**src/rtl/wino_tile_scheduler_if.sv**
```systemverilog
// Issue, result and layer-config bundle between the Winograd tile scheduler and its environment.
// master = scheduler side; slave = control, tile-fetch and PE side.
interface wino_tile_scheduler_if #(
  parameter int IDX_W = 9,
  parameter int OD_W  = 8
);
  logic             start_i;
  logic [IDX_W-1:0] cfg_tiles_x_i;
  logic [IDX_W-1:0] cfg_tiles_y_i;
  logic [OD_W-1:0]  cfg_od_num_i;
  logic             cfg_size_type_i;
  logic             issue_valid_o;
  logic             issue_ready_i;
  logic [IDX_W-1:0] issue_x_o;
  logic [IDX_W-1:0] issue_y_o;
  logic [OD_W-1:0]  issue_od_o;
  logic             issue_size_type_o;
  logic             issue_last_o;
  logic             result_valid_i;
  logic             busy_o;
  logic             done_o;
  logic             err_o;
  logic [31:0]      stall_cycles_o;

  modport master (
    input  start_i, cfg_tiles_x_i, cfg_tiles_y_i, cfg_od_num_i, cfg_size_type_i,
    input  issue_ready_i, result_valid_i,
    output issue_valid_o, issue_x_o, issue_y_o, issue_od_o, issue_size_type_o, issue_last_o,
    output busy_o, done_o, err_o, stall_cycles_o
  );

  modport slave (
    output start_i, cfg_tiles_x_i, cfg_tiles_y_i, cfg_od_num_i, cfg_size_type_i,
    output issue_ready_i, result_valid_i,
    input  issue_valid_o, issue_x_o, issue_y_o, issue_od_o, issue_size_type_o, issue_last_o,
    input  busy_o, done_o, err_o, stall_cycles_o
  );
endinterface

```
**src/rtl/wino_tile_scheduler.sv**
```systemverilog
// Walks od/y/x tiles of one layer pass; first issue 1 cycle after start, up to 1 per cycle,
// valid/ready throttled by MAX_OUTSTANDING credits. WINO_SCHED_PERF_CNT_EN adds the stall counter.
module wino_tile_scheduler #(
  parameter int IDX_W           = 9,
  parameter int OD_W            = 8,
  parameter int MAX_OUTSTANDING = 8
) (
  input  logic                  clk,
  input  logic                  reset,
  wino_tile_scheduler_if.master bus
);
  localparam int               CNT_W   = $clog2(MAX_OUTSTANDING + 1);
  localparam logic [CNT_W-1:0] MAX_CNT = CNT_W'(MAX_OUTSTANDING);
  localparam logic [CNT_W-1:0] CNT_ONE = CNT_W'(1);

  typedef enum logic [1:0] {IDLE, RUN, DRAIN, DONE} state_t;
  state_t state_q, state_d;

  logic [IDX_W-1:0] x_q, y_q, x_max_q, y_max_q;
  logic [OD_W-1:0]  od_q, od_max_q;
  logic             size_q;
  logic [CNT_W-1:0] cnt_q, cnt_d;
  logic             err_q;
  logic             start_ok, zero_cfg, credit_ok, at_last, hs, retire;

  assign start_ok  = (state_q == IDLE) && bus.start_i;
  assign zero_cfg  = (bus.cfg_tiles_x_i == '0) || (bus.cfg_tiles_y_i == '0) || (bus.cfg_od_num_i == '0);
  assign credit_ok = cnt_q < MAX_CNT;
  assign at_last   = (x_q == x_max_q) && (y_q == y_max_q) && (od_q == od_max_q);
  assign hs        = (state_q == RUN) && credit_ok && bus.issue_ready_i;
  assign retire    = bus.result_valid_i && (cnt_q != '0);

  always_ff @(posedge clk or posedge reset) begin
    if (reset) state_q <= IDLE;
    else       state_q <= state_d;
  end

  always_comb begin
    state_d = state_q;
    case (state_q)
      IDLE:    if (bus.start_i) state_d = zero_cfg ? DONE : RUN;
      RUN:     if (hs && at_last) state_d = DRAIN;
      DRAIN:   if (cnt_d == '0) state_d = DONE;
      DONE:    state_d = IDLE;
      default: state_d = IDLE;
    endcase
  end

  // Valid depends only on state and credit so the ready input never loops back into it.
  always_comb begin
    bus.issue_valid_o = 1'b0;
    bus.issue_last_o  = 1'b0;
    bus.busy_o        = 1'b0;
    bus.done_o        = 1'b0;
    case (state_q)
      RUN: begin
        bus.issue_valid_o = credit_ok;
        bus.issue_last_o  = at_last;
        bus.busy_o        = 1'b1;
      end
      DRAIN:   bus.busy_o = 1'b1;
      DONE:    bus.done_o = 1'b1;
      default: ;
    endcase
  end

  always_comb begin
    cnt_d = cnt_q;
    if (hs && !retire)      cnt_d = cnt_q + CNT_ONE;
    else if (!hs && retire) cnt_d = cnt_q - CNT_ONE;
  end

  always_ff @(posedge clk or posedge reset) begin
    if (reset) begin
      x_q      <= '0;
      y_q      <= '0;
      od_q     <= '0;
      x_max_q  <= '0;
      y_max_q  <= '0;
      od_max_q <= '0;
      size_q   <= 1'b0;
      cnt_q    <= '0;
      err_q    <= 1'b0;
    end else if (start_ok) begin
      x_q      <= '0;
      y_q      <= '0;
      od_q     <= '0;
      x_max_q  <= bus.cfg_tiles_x_i - IDX_W'(1);
      y_max_q  <= bus.cfg_tiles_y_i - IDX_W'(1);
      od_max_q <= bus.cfg_od_num_i - OD_W'(1);
      size_q   <= bus.cfg_size_type_i;
      cnt_q    <= '0;
      err_q    <= 1'b0;
    end else begin
      cnt_q <= cnt_d;
      if (bus.result_valid_i && (cnt_q == '0)) err_q <= 1'b1;
      // x innermost, then y, then od so one weight tile serves the whole spatial plane
      if (hs) begin
        if (x_q != x_max_q) begin
          x_q <= x_q + IDX_W'(1);
        end else begin
          x_q <= '0;
          if (y_q != y_max_q) begin
            y_q <= y_q + IDX_W'(1);
          end else begin
            y_q  <= '0;
            od_q <= (od_q == od_max_q) ? '0 : od_q + OD_W'(1);
          end
        end
      end
    end
  end

  assign bus.issue_x_o         = x_q;
  assign bus.issue_y_o         = y_q;
  assign bus.issue_od_o        = od_q;
  assign bus.issue_size_type_o = size_q;
  assign bus.err_o             = err_q;

`ifdef WINO_SCHED_PERF_CNT_EN
  logic [31:0] stall_q;

  always_ff @(posedge clk or posedge reset) begin
    if (reset)                                         stall_q <= '0;
    else if (start_ok)                                 stall_q <= '0;
    else if ((state_q == RUN) && !hs && (stall_q != '1)) stall_q <= stall_q + 32'd1;
  end

  assign bus.stall_cycles_o = stall_q;
`else
  assign bus.stall_cycles_o = 32'd0;
`endif
endmodule
```
**src/flat_wrapper.sv**
```systemverilog
// flat-port wrapper written by rule: the top's interface ports become plain ports
module wino_tile_scheduler_flat 
#(
  parameter int IDX_W           = 9,
  parameter int OD_W            = 8,
  parameter int MAX_OUTSTANDING = 8
)
  (clk, reset, bus_start_i, bus_cfg_tiles_x_i, bus_cfg_tiles_y_i, bus_cfg_od_num_i, bus_cfg_size_type_i, bus_issue_ready_i, bus_result_valid_i, bus_issue_valid_o, bus_issue_x_o, bus_issue_y_o, bus_issue_od_o, bus_issue_size_type_o, bus_issue_last_o, bus_busy_o, bus_done_o, bus_err_o, bus_stall_cycles_o);
  wino_tile_scheduler_if #(.IDX_W(IDX_W), .OD_W(OD_W)) bus_i ();
  input  logic clk;
  input  logic reset;
  input wire logic [$bits(bus_i.start_i)-1:0] bus_start_i;
  input wire logic [$bits(bus_i.cfg_tiles_x_i)-1:0] bus_cfg_tiles_x_i;
  input wire logic [$bits(bus_i.cfg_tiles_y_i)-1:0] bus_cfg_tiles_y_i;
  input wire logic [$bits(bus_i.cfg_od_num_i)-1:0] bus_cfg_od_num_i;
  input wire logic [$bits(bus_i.cfg_size_type_i)-1:0] bus_cfg_size_type_i;
  input wire logic [$bits(bus_i.issue_ready_i)-1:0] bus_issue_ready_i;
  input wire logic [$bits(bus_i.result_valid_i)-1:0] bus_result_valid_i;
  output wire logic [$bits(bus_i.issue_valid_o)-1:0] bus_issue_valid_o;
  output wire logic [$bits(bus_i.issue_x_o)-1:0] bus_issue_x_o;
  output wire logic [$bits(bus_i.issue_y_o)-1:0] bus_issue_y_o;
  output wire logic [$bits(bus_i.issue_od_o)-1:0] bus_issue_od_o;
  output wire logic [$bits(bus_i.issue_size_type_o)-1:0] bus_issue_size_type_o;
  output wire logic [$bits(bus_i.issue_last_o)-1:0] bus_issue_last_o;
  output wire logic [$bits(bus_i.busy_o)-1:0] bus_busy_o;
  output wire logic [$bits(bus_i.done_o)-1:0] bus_done_o;
  output wire logic [$bits(bus_i.err_o)-1:0] bus_err_o;
  output wire logic [$bits(bus_i.stall_cycles_o)-1:0] bus_stall_cycles_o;
  assign bus_i.start_i = bus_start_i;
  assign bus_i.cfg_tiles_x_i = bus_cfg_tiles_x_i;
  assign bus_i.cfg_tiles_y_i = bus_cfg_tiles_y_i;
  assign bus_i.cfg_od_num_i = bus_cfg_od_num_i;
  assign bus_i.cfg_size_type_i = bus_cfg_size_type_i;
  assign bus_i.issue_ready_i = bus_issue_ready_i;
  assign bus_i.result_valid_i = bus_result_valid_i;
  assign bus_issue_valid_o = bus_i.issue_valid_o;
  assign bus_issue_x_o = bus_i.issue_x_o;
  assign bus_issue_y_o = bus_i.issue_y_o;
  assign bus_issue_od_o = bus_i.issue_od_o;
  assign bus_issue_size_type_o = bus_i.issue_size_type_o;
  assign bus_issue_last_o = bus_i.issue_last_o;
  assign bus_busy_o = bus_i.busy_o;
  assign bus_done_o = bus_i.done_o;
  assign bus_err_o = bus_i.err_o;
  assign bus_stall_cycles_o = bus_i.stall_cycles_o;
  wino_tile_scheduler #(.IDX_W(IDX_W), .OD_W(OD_W), .MAX_OUTSTANDING(MAX_OUTSTANDING)) u_core (.clk(clk), .reset(reset), .bus(bus_i));
endmodule
```
**config.mk**
```make
export PLATFORM = sky130hd
export DESIGN_NAME = wino_tile_scheduler_flat
export DESIGN_NICKNAME = d
export VERILOG_FILES = /design/src/rtl/wino_tile_scheduler_if.sv /design/src/rtl/wino_tile_scheduler.sv /design/src/flat_wrapper.sv
export SDC_FILE = /design/constraint.sdc
export NUM_CORES = 1
export LEC_CHECK = 0
export CAP_MARGIN = 40
export CORE_UTILIZATION = 40
export CTS_CLUSTER_DIAMETER = 120
export CTS_CLUSTER_SIZE = 16
export DETAILED_ROUTE_END_ITERATION = 10
export PLACE_DENSITY = 0.67
export SLEW_MARGIN = 0
export SYNTH_ARGS = -nofsm -noshare
export SYNTH_HDL_FRONTEND = slang
export SYNTH_SLANG_ARGS = --single-unit
```
**constraint.sdc**
```tcl
create_clock -name clk -period 5.3 [get_ports clk]
set_input_delay 1.06 -clock clk [delete_from_list [all_inputs] [get_ports clk]]
set_output_delay 1.06 -clock clk [all_outputs]
set_load 0.01 [all_outputs]
```
# Yosys cells after proc, flatten, opt, wreduce, memory -nomap -nowiden
# Cells that the tools add are included.
dict set report classes {
  n_reduce_logical 27
  n_lt_le_gt_ge 1
  mux 26
  n_eq_ne 13
  addsub 8
}
# op n
set op_table {}
lappend op_table {{two-way mux 9 bit} 7}
lappend op_table {{two-way mux 8 bit} 5}
lappend op_table {{adder 9 x 1 -> 9 bit (second input constant)} 2}
lappend op_table {{== test 9 bit} 2}
lappend op_table {{zero test 9 bit} 2}
lappend op_table {{inequality test 9 bit} 2}
lappend op_table {{subtractor 9 x 1 -> 9 bit (second input constant)} 2}
lappend op_table {{two-way mux 4 bit} 3}
lappend op_table {{logical AND 1 bit} 10}
lappend op_table {{adder 8 x 1 -> 8 bit (second input constant)} 1}
lappend op_table {{== test 8 bit} 1}
lappend op_table {{zero test 4 bit} 2}
lappend op_table {{zero test 8 bit} 1}
lappend op_table {{two-way mux 2 bit} 4}
lappend op_table {{one-hot mux 2 bit (4 select lines)} 1}
lappend op_table {{subtractor 8 x 1 -> 8 bit (second input constant)} 1}
lappend op_table {{two-way mux 1 bit} 6}
lappend op_table {{inequality test 2 x 1 -> 1 bit (second input constant)} 3}
lappend op_table {{AND reduction 3 bit} 2}
lappend op_table {{adder 4 x 1 -> 4 bit (second input constant)} 1}
lappend op_table {{== test 2 bit (second input constant)} 2}
lappend op_table {{less-than comparator 4 bit (second input constant)} 1}
lappend op_table {{inequality test 2 bit (second input constant)} 2}
lappend op_table {{nonzero test 2 bit} 2}
lappend op_table {{8 further kinds} 10}
dict set report word_totals {
  output_inout_bits 64
  regBits 60
}

# Depth between registers and ports, before layout
dict set report logic_depth {
  depth_word 10
  mapped_depth 9
}

# Worst setup path after synthesis
# OpenSTA, ideal clock, no wires.
dict set report synth_path {
  path_type {input to register}
  from {input port bus_issue_ready_i}
  to {register u_core.state_q[1]}
  path_buffers 1
  path_stages 7
  setup_slack_ps 2695
  required_ps 5172
  arrival_time_ps 2477
  path_cell_list {and3b_1 -> clkbuf_1 -> nand3_1 -> a32oi_1 -> o221ai_1 -> a211oi_2 -> mux2_1}
}
dict set report synth_between {
  elab_chain_len 8
  word_cells_on_any_way 11
  cone_classes {2 x eq/ne; 2 x mux; 7 x reduce/logical}
}
# item line
set synth_rtl {}
lappend synth_rtl {{from (decl)} flat_wrapper.sv:17} ;# input wire logic [$bits(bus_i.issue_ready_i)-1:0] bus_issue_ready_i;
lappend synth_rtl {{logical AND 1 bit *} wino_tile_scheduler.sv:30} ;# assign hs = (state_q == RUN) && credit_ok && bus.issue_ready_i;
lappend synth_rtl {{zero test 1 bit} wino_tile_scheduler.sv:70} ;# else if (!hs && retire) cnt_d = cnt_q - CNT_ONE;
lappend synth_rtl {{logical AND 1 bit} wino_tile_scheduler.sv:70}
lappend synth_rtl {{two-way mux 4 bit} wino_tile_scheduler.sv:70}
lappend synth_rtl {{two-way mux 4 bit} wino_tile_scheduler.sv:69} ;# if (hs && !retire) cnt_d = cnt_q + CNT_ONE;
lappend synth_rtl {{zero test 4 bit} wino_tile_scheduler.sv:43} ;# DRAIN: if (cnt_d == '0) state_d = DONE;
lappend synth_rtl {{inequality test 2 x 1 -> 1 bit (no line)} -}
lappend synth_rtl {{AND reduction 3 bit (no line) *} -}
lappend synth_rtl {{to (signal assigned)} wino_tile_scheduler.sv:35} ;# else state_q <= state_d;
lappend synth_rtl {{to (decl)} wino_tile_scheduler.sv:17} ;# state_t state_q, state_d;
# Every way passes the cells marked *; elsewhere a longest branch is shown, timed or not.
# A chain may end at the register's enable or synchronous reset.

# Final worst setup path
dict set report layout_path {
  from {register u_core.y_q[3], in the netlist u_core.bus.issue_y_o[3]}
  to {output port bus_issue_last_o}
}
dict set report layout_between {
  elab_chain_len 4
}
# item line
set layout_rtl {}
lappend layout_rtl {{from (decl)} wino_tile_scheduler.sv:19} ;# logic [IDX_W-1:0] x_q, y_q, x_max_q, y_max_q;
lappend layout_rtl {{from (signal assigned)} wino_tile_scheduler.sv:104} ;# y_q <= y_q + IDX_W'(1);
lappend layout_rtl {{== test 9 bit} wino_tile_scheduler.sv:29} ;# assign at_last = (x_q == x_max_q) && (y_q == y_max_q) && (od_q == od_max_q);
lappend layout_rtl {{logical AND 1 bit (2 in series)} wino_tile_scheduler.sv:29}
lappend layout_rtl {{two-way mux 1 bit} wino_tile_scheduler.sv:55} ;# case (state_q)
lappend layout_rtl {{to (decl)} flat_wrapper.sv:24} ;# output wire logic [$bits(bus_i.issue_last_o)-1:0] bus_issue_last_o;
# Every way passes these cells.

==> impl_metrics.json <==
{
  "place.port_buffers": 63,
  "coreArea_sq_um": 9330,
  "endpoint_kind": "output pin",
  "finalSetupViolations": 0,
  "r2r-start": "u_core.cnt_q[0]$_DFF_PP0_",
  "hpwl_um": 6300,
  "wl_per_cell_um": 13.1,
  "yosysWarnings": 0,
  "cts_tree": "yes",
  "ys_ff_latch": 60,
  "max_cap_violations": 0,
  "maxSlewHeadroom_pct": 50.3,
  "dp_cells": 614,
  "outcome": "finished, final reports clean",
  "fill_cells": 897,
  "fmax_mhz": 283,
  "ys.flop_type": "dfrtp_1",
  "min_from": "u_core.od_max_q[7]$_DFFE_PP0P_",
  "syn_to_final_growth_pct": 22.7,
  "die_w_um": 100,
  "clkLatencyLatePin_ns": 0.35,
  "fp-row-count": 35,
  "routed_wl_um": 8280,
  "grt_pass1_wl_um": 13900,
  "holdCritPathClass": "reg2reg",
  "root_buffer": "clkbuf_8",
  "clk_pin_slew_worst_paths_ns": 0.07,
  "netlist_area_sq_um": 3870,
  "die_h_um": 100,
  "start_kind": "flop",
  "drtIter0Drc": 120,
  "postLayoutCoreUtil_pct": 51.0,
  "grt_max_degree": 61,
  "tightest_slew_ns": 0.743,
  "track_usage_pct": 17.7,
  "finalHoldViolCount": 0,
  "dieArea_sq_um": 10100,
  "first_pass_iters": 4,
  "powerDensity_nw_per_um2": 448,
  "cts-resized-gates": 0,
  "crit_required_ns": 4.24,
  "rsz0062_at_grt": "no",
  "ys_async_sr_fraction_pct": 100,
  "syn_area_per_cell_sq_um": 8.91,
  "finalClockSkew_ns": 0.0144,
  "vias": 3189,
  "fin_nets": 544,
  "gp_congestion": 0.843,
  "initial_core_util_pct": 41.5,
  "h-tree-depth": 3,
  "critical-path-max-stage-delay_ns": 0.60,
  "cp_cell_sequence": "xor2_1 -> nor4_2 -> nand3_1 -> nor4_1 -> clkdlybuf4s50_1",
  "setup-tns-final_ns": 0,
  "avgViaCountPerCell": 5.06,
  "yosys.area.top_type": "dfrtp_1",
  "crit_slowest_cell": "clkdlybuf4s50_1",
  "crit_path_start": "u_core.bus.issue_y_o[3]$_DFFE_PP0P_",
  "drc": 0,
  "ys_seq_area_share_pct": 38.7,
  "cts_setup_buffers": 0,
  "hold_ws_ns": 0.503,
  "instances_no_fill": 630,
  "antennaDiodeCount": 0,
  "critPathArrivalTime_ns": 2.47,
  "grt.overflow.total": 0,
  "ant_nets": 0,
  "grt_pass1_vias": 3063,
  "crit_fanout": 6,
  "slew_violations": 0,
  "fin_crit_ns": 3.53,
  "finalPower_w": 0.00213,
  "cellLeakagePower_nw": 2.08,
  "synthCells": 435,
  "synth.distinct_cells": 57,
  "cp_top_family": "simple AND/OR/NAND/NOR gates",
  "cts_buffers": 9,
  "period_share_pct": 66.6,
  "path_buf_inv": 1,
  "clock-sinks": 60,
  "synthTopCellsByArea": "dfrtp_1 (39%), buf_4 (6.2%), xor2_1 (6.1%)",
  "crit_type": "reg2out",
  "vdd.ir_drop.worst_mv": 0.140,
  "ios": 96,
  "antenna_found_initial": 0,
  "clockBufferDepth": 2,
  "cts_hold_buffers": 0,
  "yosys.area.top_type_share_pct": 38.7,
  "drive_gt1_share_pct": 6.19,
  "synth-edff-count": 0
}
[final timing paths]
check	to	cells after the start	slack [ns]
setup / recovery	bus_issue_last_o	5	1.77
hold / removal	u_core.od_max_q[7]$_DFFE_PP0P_	2	0.50
setup reg to reg	u_core.state_q[1]$_DFFE_PP0P_	8	2.81
hold reg to reg	u_core.od_max_q[7]$_DFFE_PP0P_	2	0.50
max in group asynchronous	u_core.bus.issue_od_o[1]$_DFFE_PP0P_	3	3.56
min in group asynchronous	u_core.bus.issue_y_o[6]$_DFFE_PP0P_	3	1.26
[layout make-up]
class	instances	area (sq um)	area share, %
Multi-Input combinational cell	339	2110	44.4
Inverter	21	78.8	1.66
Clock inverter	5	106	2.24
Clock buffer	11	151	3.18
Tap cell	129	161	3.39
Timing Repair Buffer	65	646	13.6
Sequential cell	60	1500	31.6
[cell families (layout without fill, tap and decap cells)]
family	Yosys count	after routing	share of synthesized area (%)
compound gates	81	81	13.0
xor+xnor	50	50	11.5
fa+ha+maj	16	16	5.17
buf+inv	67	102	9.82
flops	60	60	38.7
mux	3	3	0.839
other cells	1	32	0.0968
simple gates	157	157	20.9
[worst register-to-register path, cell delays in order (launching register included)]
cell	delay, ns
dfrtp_1	0.44
inv_1	0.12
ha_1	0.21
nor3b_1	0.44
nor3_1	0.14
nor4_1	0.21
o221ai_1	0.18
a211oi_2	0.29
mux2_1	0.34
[state kept, by name, summed over array words and instances (netlist names)]
signal	count
u_core.bus.issue_y_o	9
u_core.y_max_q	9
u_core.state_q	2
u_core.bus.issue_od_o	8
u_core.bus.issue_x_o	9
u_core.bus.issue_size_type_o	1
u_core.od_max_q	8
u_core.cnt_q	4
u_core.bus.err_o	1
u_core.x_max_q	9
[metal layers]
metal  vias to the layer above  track usage (%)  wire length [um]  part of all wire (%)
met5                         -                0                 0                     0
met4                         0             9.25               208                   2.5
met3                        19             3.55               415                   5.0
met2                       111             29.0              3920                    47
met1                      1490             22.2              3740                    45
li1                       1569                -                 -                     -
[synthesized netlist by cell type (all sizes together) (9+ instances only)]
library cell and instances:
xnor2 22, and3 9, nand4 12, nor2 26, dfrtp 60, clkbuf 10, nor3 14, buf 36
xor2 28, ha 16, nand3 16, inv 21, o21ai 44, nand2 46
[metrics by stage]
stage,cell area [sq um],setup WS [ns]
after CTS,4750,1.72
after detailed placement,4500,2.10
final,4750,1.77
after global placement,4500,2.14
after floorplan,3990,2.70
after global routing,4750,1.55
[layout by cell type, fill, tap and decap left out, types with 2 or more instances in the layout]
cell type / instances
conb_1: 32
nand2_1: 46
nor2b_1: 2
a211oi_1: 2
clkdlybuf4s50_1: 63
nand3b_1: 3
o211ai_1: 3
nor3_1: 14
buf_4: 2
dfrtp_1: 60
nor4_1: 6
nand2b_1: 6
clkbuf_8: 11
inv_1: 20
or3_1: 3
o31ai_1: 4
or2_2: 2
nor2_1: 26
nand3_1: 15
ha_1: 16
and3_1: 8
o22ai_1: 2
bufinv_16: 3
a21o_1: 2
and2_1: 3
xnor2_1: 22
nor3b_1: 4
a22o_1: 4
nand4_1: 12
a21oi_1: 8
xor2_1: 27
o21ai_0: 43
[report_power, final]
part / switching (W) / internal (W)
clock network: 0.000190 / 0.000340
registers: 0.000156 / 0.000612
logic: 0.000441 / 0.000389
(Power assumes the default switching activity.)
